<file path="config.mk">
export PLATFORM = sky130hd
export DESIGN_NAME = rect_pos_ctl_flat
export DESIGN_NICKNAME = d
export VERILOG_FILES = /design/src/rtl/rect_pos_ctl_if.sv /design/src/rtl/rect_pos_ctl.sv /design/src/flat_wrapper.sv
export SDC_FILE = /design/constraint.sdc
export NUM_CORES = 1
export LEC_CHECK = 0
export BUFFER_PORTS_ARGS = -buffer_cell sky130_fd_sc_hd__buf_2
export CAP_MARGIN = 5
export CELL_PAD_IN_SITES_DETAIL_PLACEMENT = 1
export CELL_PAD_IN_SITES_GLOBAL_PLACEMENT = 1
export CORE_ASPECT_RATIO = 0.6
export CORE_MARGIN = 8
export CORE_UTILIZATION = 45
export CTS_BUF_LIST = sky130_fd_sc_hd__clkbuf_16
export DETAILED_ROUTE_END_ITERATION = 10
export GPL_ROUTABILITY_DRIVEN = 0
export PLACE_DENSITY_LB_ADDON = 0.1
export SYNTH_ARGS = -nofsm -noshare
export SYNTH_HDL_FRONTEND = slang
export SYNTH_SLANG_ARGS = --single-unit
</file>
<file path="constraint.sdc">
create_clock -name clk -period 6.1 [get_ports clk]
set_input_delay 0 -clock clk [delete_from_list [all_inputs] [get_ports clk]]
set_output_delay 0 -clock clk [all_outputs]
set_load 0.005 [all_outputs]
</file>
<file path="src/rtl/rect_pos_ctl_if.sv">
// Move-request handshake between a position source and rect_pos_ctl.
// The master drives a target corner and jump flag; the slave answers with ready.
interface rect_pos_ctl_if;
  logic        req_valid;
  logic [11:0] req_x;
  logic [11:0] req_y;
  logic        req_jump;
  logic        req_ready;

  modport master (output req_valid, req_x, req_y, req_jump, input req_ready);
  modport slave  (input req_valid, req_x, req_y, req_jump, output req_ready);
endinterface

</file>
<file path="src/rtl/rect_pos_ctl.sv">
// Frame-synchronous rectangle position controller: accepts move requests and
// jumps or glides the on-screen rectangle toward the clamped target, one step per frame.
module rect_pos_ctl #(
  parameter int unsigned H_ACTIVE    = 800,
  parameter int unsigned V_ACTIVE    = 600,
  parameter int unsigned RECT_WIDTH  = 48,
  parameter int unsigned RECT_HEIGHT = 64,
  parameter int unsigned STEP        = 4,
  parameter int unsigned INIT_X      = 0,
  parameter int unsigned INIT_Y      = 0
) (
  input  logic          clk,
  input  logic          rst_n,
  input  logic          vblnk,
  rect_pos_ctl_if.slave req,
  output logic [11:0]   x_pos,
  output logic [11:0]   y_pos,
  output logic          busy,
  output logic          done
);

  localparam int unsigned POS_W = 12;

  localparam logic [POS_W-1:0] MAX_X  = POS_W'(H_ACTIVE - RECT_WIDTH);
  localparam logic [POS_W-1:0] MAX_Y  = POS_W'(V_ACTIVE - RECT_HEIGHT);
  localparam logic [POS_W-1:0] STEP_W = POS_W'(STEP);
  localparam logic [POS_W-1:0] INIT_XW = POS_W'(INIT_X);
  localparam logic [POS_W-1:0] INIT_YW = POS_W'(INIT_Y);

  typedef enum logic [1:0] {
    IDLE  = 2'd0,
    ARMED = 2'd1,
    GLIDE = 2'd2
  } state_t;

  state_t           state, state_nxt;
  logic [POS_W-1:0] tgt_x, tgt_y, tgt_x_nxt, tgt_y_nxt;
  logic [POS_W-1:0] x_nxt, y_nxt, step_x, step_y, clamp_x, clamp_y;
  logic             mode, mode_nxt;
  logic             vblnk_d;
  logic             busy_nxt, done_nxt;
  logic             frame_start, accept;

  // One glide step on a single axis; lands exactly on the target when within STEP.
  function automatic logic [POS_W-1:0] step_axis(input logic [POS_W-1:0] pos,
                                                 input logic [POS_W-1:0] tgt);
    logic [POS_W-1:0] res;
    if (tgt >= pos) begin
      res = ((tgt - pos) <= STEP_W) ? tgt : pos + STEP_W;
    end else begin
      res = ((pos - tgt) <= STEP_W) ? tgt : pos - STEP_W;
    end
    return res;
  endfunction

  assign frame_start   = vblnk & ~vblnk_d;
  assign req.req_ready = (state != ARMED);
  assign accept        = req.req_valid & req.req_ready;
  assign clamp_x       = (req.req_x > MAX_X) ? MAX_X : req.req_x;
  assign clamp_y       = (req.req_y > MAX_Y) ? MAX_Y : req.req_y;
  assign step_x        = step_axis(x_pos, tgt_x);
  assign step_y        = step_axis(y_pos, tgt_y);

  // Next-state and next-output decode.
  always_comb begin
    state_nxt = state;
    x_nxt     = x_pos;
    y_nxt     = y_pos;
    tgt_x_nxt = tgt_x;
    tgt_y_nxt = tgt_y;
    mode_nxt  = mode;
    done_nxt  = 1'b0;

    case (state)
      IDLE: begin
        if (accept) begin
          tgt_x_nxt = clamp_x;
          tgt_y_nxt = clamp_y;
          mode_nxt  = req.req_jump;
          state_nxt = ARMED;
        end
      end
      ARMED: begin
        if (frame_start) begin
          if (mode) begin
            x_nxt     = tgt_x;
            y_nxt     = tgt_y;
            done_nxt  = 1'b1;
            state_nxt = IDLE;
          end else begin
            x_nxt = step_x;
            y_nxt = step_y;
            if ((step_x == tgt_x) && (step_y == tgt_y)) begin
              done_nxt  = 1'b1;
              state_nxt = IDLE;
            end else begin
              state_nxt = GLIDE;
            end
          end
        end
      end
      GLIDE: begin
        // A new request takes priority over a coincident frame step.
        if (accept) begin
          tgt_x_nxt = clamp_x;
          tgt_y_nxt = clamp_y;
          mode_nxt  = req.req_jump;
          state_nxt = ARMED;
        end else if (frame_start) begin
          x_nxt = step_x;
          y_nxt = step_y;
          if ((step_x == tgt_x) && (step_y == tgt_y)) begin
            done_nxt  = 1'b1;
            state_nxt = IDLE;
          end
        end
      end
      default: state_nxt = IDLE;
    endcase

    busy_nxt = (state_nxt != IDLE);
  end

  // State and registered outputs.
  always_ff @(posedge clk or negedge rst_n) begin
    if (!rst_n) begin
      state   <= IDLE;
      x_pos   <= INIT_XW;
      y_pos   <= INIT_YW;
      tgt_x   <= INIT_XW;
      tgt_y   <= INIT_YW;
      mode    <= 1'b0;
      vblnk_d <= 1'b1;
      busy    <= 1'b0;
      done    <= 1'b0;
    end else begin
      state   <= state_nxt;
      x_pos   <= x_nxt;
      y_pos   <= y_nxt;
      tgt_x   <= tgt_x_nxt;
      tgt_y   <= tgt_y_nxt;
      mode    <= mode_nxt;
      vblnk_d <= vblnk;
      busy    <= busy_nxt;
      done    <= done_nxt;
    end
  end

endmodule

</file>
<file path="src/flat_wrapper.sv">
// flat-port wrapper written by rule: the top's interface ports become plain ports
module rect_pos_ctl_flat 
#(
  parameter int unsigned H_ACTIVE    = 800,
  parameter int unsigned V_ACTIVE    = 600,
  parameter int unsigned RECT_WIDTH  = 48,
  parameter int unsigned RECT_HEIGHT = 64,
  parameter int unsigned STEP        = 4,
  parameter int unsigned INIT_X      = 0,
  parameter int unsigned INIT_Y      = 0
)
  (clk, rst_n, vblnk, x_pos, y_pos, busy, done, req_req_valid, req_req_x, req_req_y, req_req_jump, req_req_ready);
  rect_pos_ctl_if req_i ();
  input  logic clk;
  input  logic rst_n;
  input  logic vblnk;
  output logic [11:0] x_pos;
  output logic [11:0] y_pos;
  output logic busy;
  output logic done;
  input wire logic [$bits(req_i.req_valid)-1:0] req_req_valid;
  input wire logic [$bits(req_i.req_x)-1:0] req_req_x;
  input wire logic [$bits(req_i.req_y)-1:0] req_req_y;
  input wire logic [$bits(req_i.req_jump)-1:0] req_req_jump;
  output wire logic [$bits(req_i.req_ready)-1:0] req_req_ready;
  assign req_i.req_valid = req_req_valid;
  assign req_i.req_x = req_req_x;
  assign req_i.req_y = req_req_y;
  assign req_i.req_jump = req_req_jump;
  assign req_req_ready = req_i.req_ready;
  rect_pos_ctl #(.H_ACTIVE(H_ACTIVE), .V_ACTIVE(V_ACTIVE), .RECT_WIDTH(RECT_WIDTH), .RECT_HEIGHT(RECT_HEIGHT), .STEP(STEP), .INIT_X(INIT_X), .INIT_Y(INIT_Y)) u_core (.clk(clk), .rst_n(rst_n), .vblnk(vblnk), .req(req_i), .x_pos(x_pos), .y_pos(y_pos), .busy(busy), .done(done));
endmodule
</file>
==> impl_metrics.json <==
{
  "rows": 33,
  "nFillCells": 1675,
  "maxCapViolCount": 0,
  "ys_top_cells_by_area": "dfrtp_1 21%, ha_1 11%, o21ai_0 6.1%, xnor2_1 5.6%, inv_1 3.9%",
  "syn-num-nets": 893,
  "antenna_found_initial": 0,
  "hp-start": "req_req_y[9]",
  "layout_commonest_cell": "o21ai_0",
  "async_flop_share_pct": 100.0,
  "synth.cell_area_mm2": 0.006243,
  "period_minus_slack_ns": 5.130,
  "hold_viol": 0,
  "design.core.area_mm2": 0.01358,
  "h-tree-depth": 2,
  "final_cell_mix": "76 x o21ai_0, 66 x inv_1, 59 x nand2_1",
  "grt_max_degree": 55,
  "rsz0062_at_grt": "no",
  "cts_made_buffers": 5,
  "grt_pass1_vias": 6745,
  "track_usage_pct": 27.39,
  "setup_tns_ns": 0,
  "chipWidth_um": 168.1,
  "synth_edf_count": 0,
  "worst_pin_slew_ns": 1.191,
  "clock_latency_ns": 0.31,
  "boundaryPins": 56,
  "start_util_pct": 45.96,
  "outcome": "complete, no violations",
  "crit_path_end_kind": "register",
  "final_nets": 940,
  "reg2reg_slack_ns": 0.97,
  "timing.rr.end": "u_core.busy$_DFF_PN0_",
  "cts_buffer_depth": 2,
  "holdCritPathClass": "input port to register",
  "syn_area_per_cell_um2": 7.708,
  "worstRegToRegCells": 14,
  "cts_resized": 0,
  "dr.pass1.iters": 5,
  "io_buffers": 55,
  "final-max-slew-violation-count": 0,
  "crit_path_start_kind": "register",
  "cp_data_required_time_ns": 6.29,
  "synth_top_area_share_pct": 21.24,
  "num_vias": 6882,
  "fmax_mhz": 194.9,
  "clockRootBuffer": "clkbuf_16",
  "yosysTopAreaCell": "dfrtp_1",
  "synthDistinctLibCells": 84,
  "cts_tree": "yes",
  "drc_errors": 0,
  "critPathKind": "register to register",
  "drt_wl_total_um": 25080,
  "max_slew_margin_pct": 19.88,
  "via_per_inst": 6.662,
  "cts.sinks": 54,
  "ant_nets": 0,
  "clk_pin_slew_ns": 0.08,
  "final-setup-viol-count": 0,
  "hold_depth": 3,
  "skew_ns": 0.01251,
  "wire_per_inst_um": 24.28,
  "drt_iter0_markers": 704,
  "path_max_fanout": 18,
  "synth_flop_cell": "dfrtp_1",
  "syn2layout_area_growth_pct": 11.58,
  "drive_above_1_share_pct": 10.37,
  "die_h_um": 107.2,
  "cp.arrival_ns": 5.32,
  "whs_endpoint": "u_core.tgt_y[9]$_DFFE_PN0P_",
  "synth_cells": 810,
  "synth.yosys.seq_area_share_pct": 21.66,
  "n_antenna_cell": 0,
  "gr-total-overflow": 0,
  "period_share_pct": 84.09,
  "grt_pass1_wl_um": 39010,
  "yosysWarnings": 0,
  "dpl.hpwl_um": 19470,
  "yosys_register_bits": 54,
  "dieArea_mm2": 0.01802,
  "r2r_start": "u_core.x_pos[4]$_DFFE_PN0P_"
}
[Yosys cell counts (6+ instances only)]
library cell	n
a21oi_1	45
dfrtp_1	53
inv_1	65
xor2_1	16
buf_2	9
and3_1	13
o221ai_1	16
nor2b_1	11
nand4_1	13
or3_1	9
o22ai_1	14
a31oi_1	9
a22oi_1	8
clkbuf_1	30
nand2b_1	9
a211oi_1	10
a22o_1	7
nand2_1	59
nand3_1	26
and2_1	12
o21a_1	12
a21o_1	7
o31ai_1	6
nor3_1	17
nor2_1	51
xnor2_1	40
ha_1	54
o21ai_0	76
a221o_1	9
[per-stage QoR]
| stage | area, um^2 | std cells | setup slack (ns) | hold WS [ns] | utilization, % |
|---|---|---|---|---|---|
| final | 6967 | 1033 | 0.9702 | 0.004053 | 51.28 |
| after detailed placement | 6619 | 1007 | 1.140 | 0.1284 | 48.72 |
| after global routing | 6967 | 1033 | 0.7556 | 0.01293 | 51.28 |
| after global placement | 6619 | 1007 | 1.371 | 0.1232 | 48.72 |
| after floorplan | 6243 | 810 | 1.944 | -0.2956 | - |
| after CTS | 6967 | 1033 | 1.119 | 0.0008717 | 51.28 |
[worst max path at each step]
| stage | cells past startpoint | startpoint | end |
|---|---|---|---|
| global placement | 15 | u_core.x_pos[4]$_DFFE_PN0P_ | u_core.busy$_DFF_PN0_ |
| detailed placement | 14 | u_core.x_pos[4]$_DFFE_PN0P_ | u_core.busy$_DFF_PN0_ |
| floorplan | 17 | u_core.x_pos[4]$_DFFE_PN0P_ | u_core.busy$_DFF_PN0_ |
| finish | 14 | u_core.x_pos[4]$_DFFE_PN0P_ | u_core.busy$_DFF_PN0_ |
| CTS | 14 | u_core.x_pos[4]$_DFFE_PN0P_ | u_core.busy$_DFF_PN0_ |
| global route | 14 | u_core.x_pos[4]$_DFFE_PN0P_ | u_core.busy$_DFF_PN0_ |
[state kept, by name, indices dropped and copies added (netlist names)]
register        cells
u_core.busy         1
u_core.done         1
u_core.y_pos       12
u_core.x_pos       12
u_core.mode         1
u_core.tgt_x       12
u_core.state        2
u_core.vblnk_d      1
u_core.tgt_y       12
[cell families after synthesis]
group / after synthesis / synth area share, %
DFF: 54 / 21.66
xor gates and xnor gates: 56 / 7.856
adders and majority gates: 54 / 10.82
AOI/OAI and AO/OA: 290 / 32.16
muxes: 3 / 0.5010
buffers and inverters: 109 / 7.034
and+or+nand+nor: 244 / 19.96
[critical path, cell delays in order (launching register included)]
cell and delay (ns):
dfrtp_1 0.64, inv_1 0.13, ha_1 0.54, and3_1 0.33
o21ai_0 0.25, a21oi_1 0.14, or3_1 0.33, a2111oi_1 0.59
a21oi_1 0.44, a32o_1 0.36, a2111oi_4 0.33, nand4_1 0.22
or4_1 0.46, o21ai_2 0.16, a21oi_1 0.08
[area by class of cell]
cell class / instances / area (um^2) / share of cell area, %
Clock buffer: 5 / 125.1 / 1.796
Clock inverter: 3 / 42.54 / 0.6106
Inverter: 67 / 251.5 / 3.610
Multi-Input combinational cell: 647 / 4453 / 63.92
Sequential cell: 54 / 1353 / 19.41
Tap cell: 175 / 219.0 / 3.143
Timing Repair Buffer: 82 / 523.0 / 7.507
[per-layer routing]
layer / GRT usage, % / wire (um) / vias up
li1: - / - / 3078
met1: 40.82 / 11990 / 3394
met2: 35.02 / 9253 / 392
met3: 13.02 / 3722 / 18
met4: 3.171 / 110 / 0
met5: 0 / 0 / -
[timing repair]
| item | CTS | global route |
|---|---|---|
| hold endpoints to repair | 70 | 0 |
| setup buffers | 0 | 0 |
| hold buffers | 18 | 0 |
Power is not shown: default switching activity piles up to over one toggle a cycle in this logic, so the estimate is an artifact.
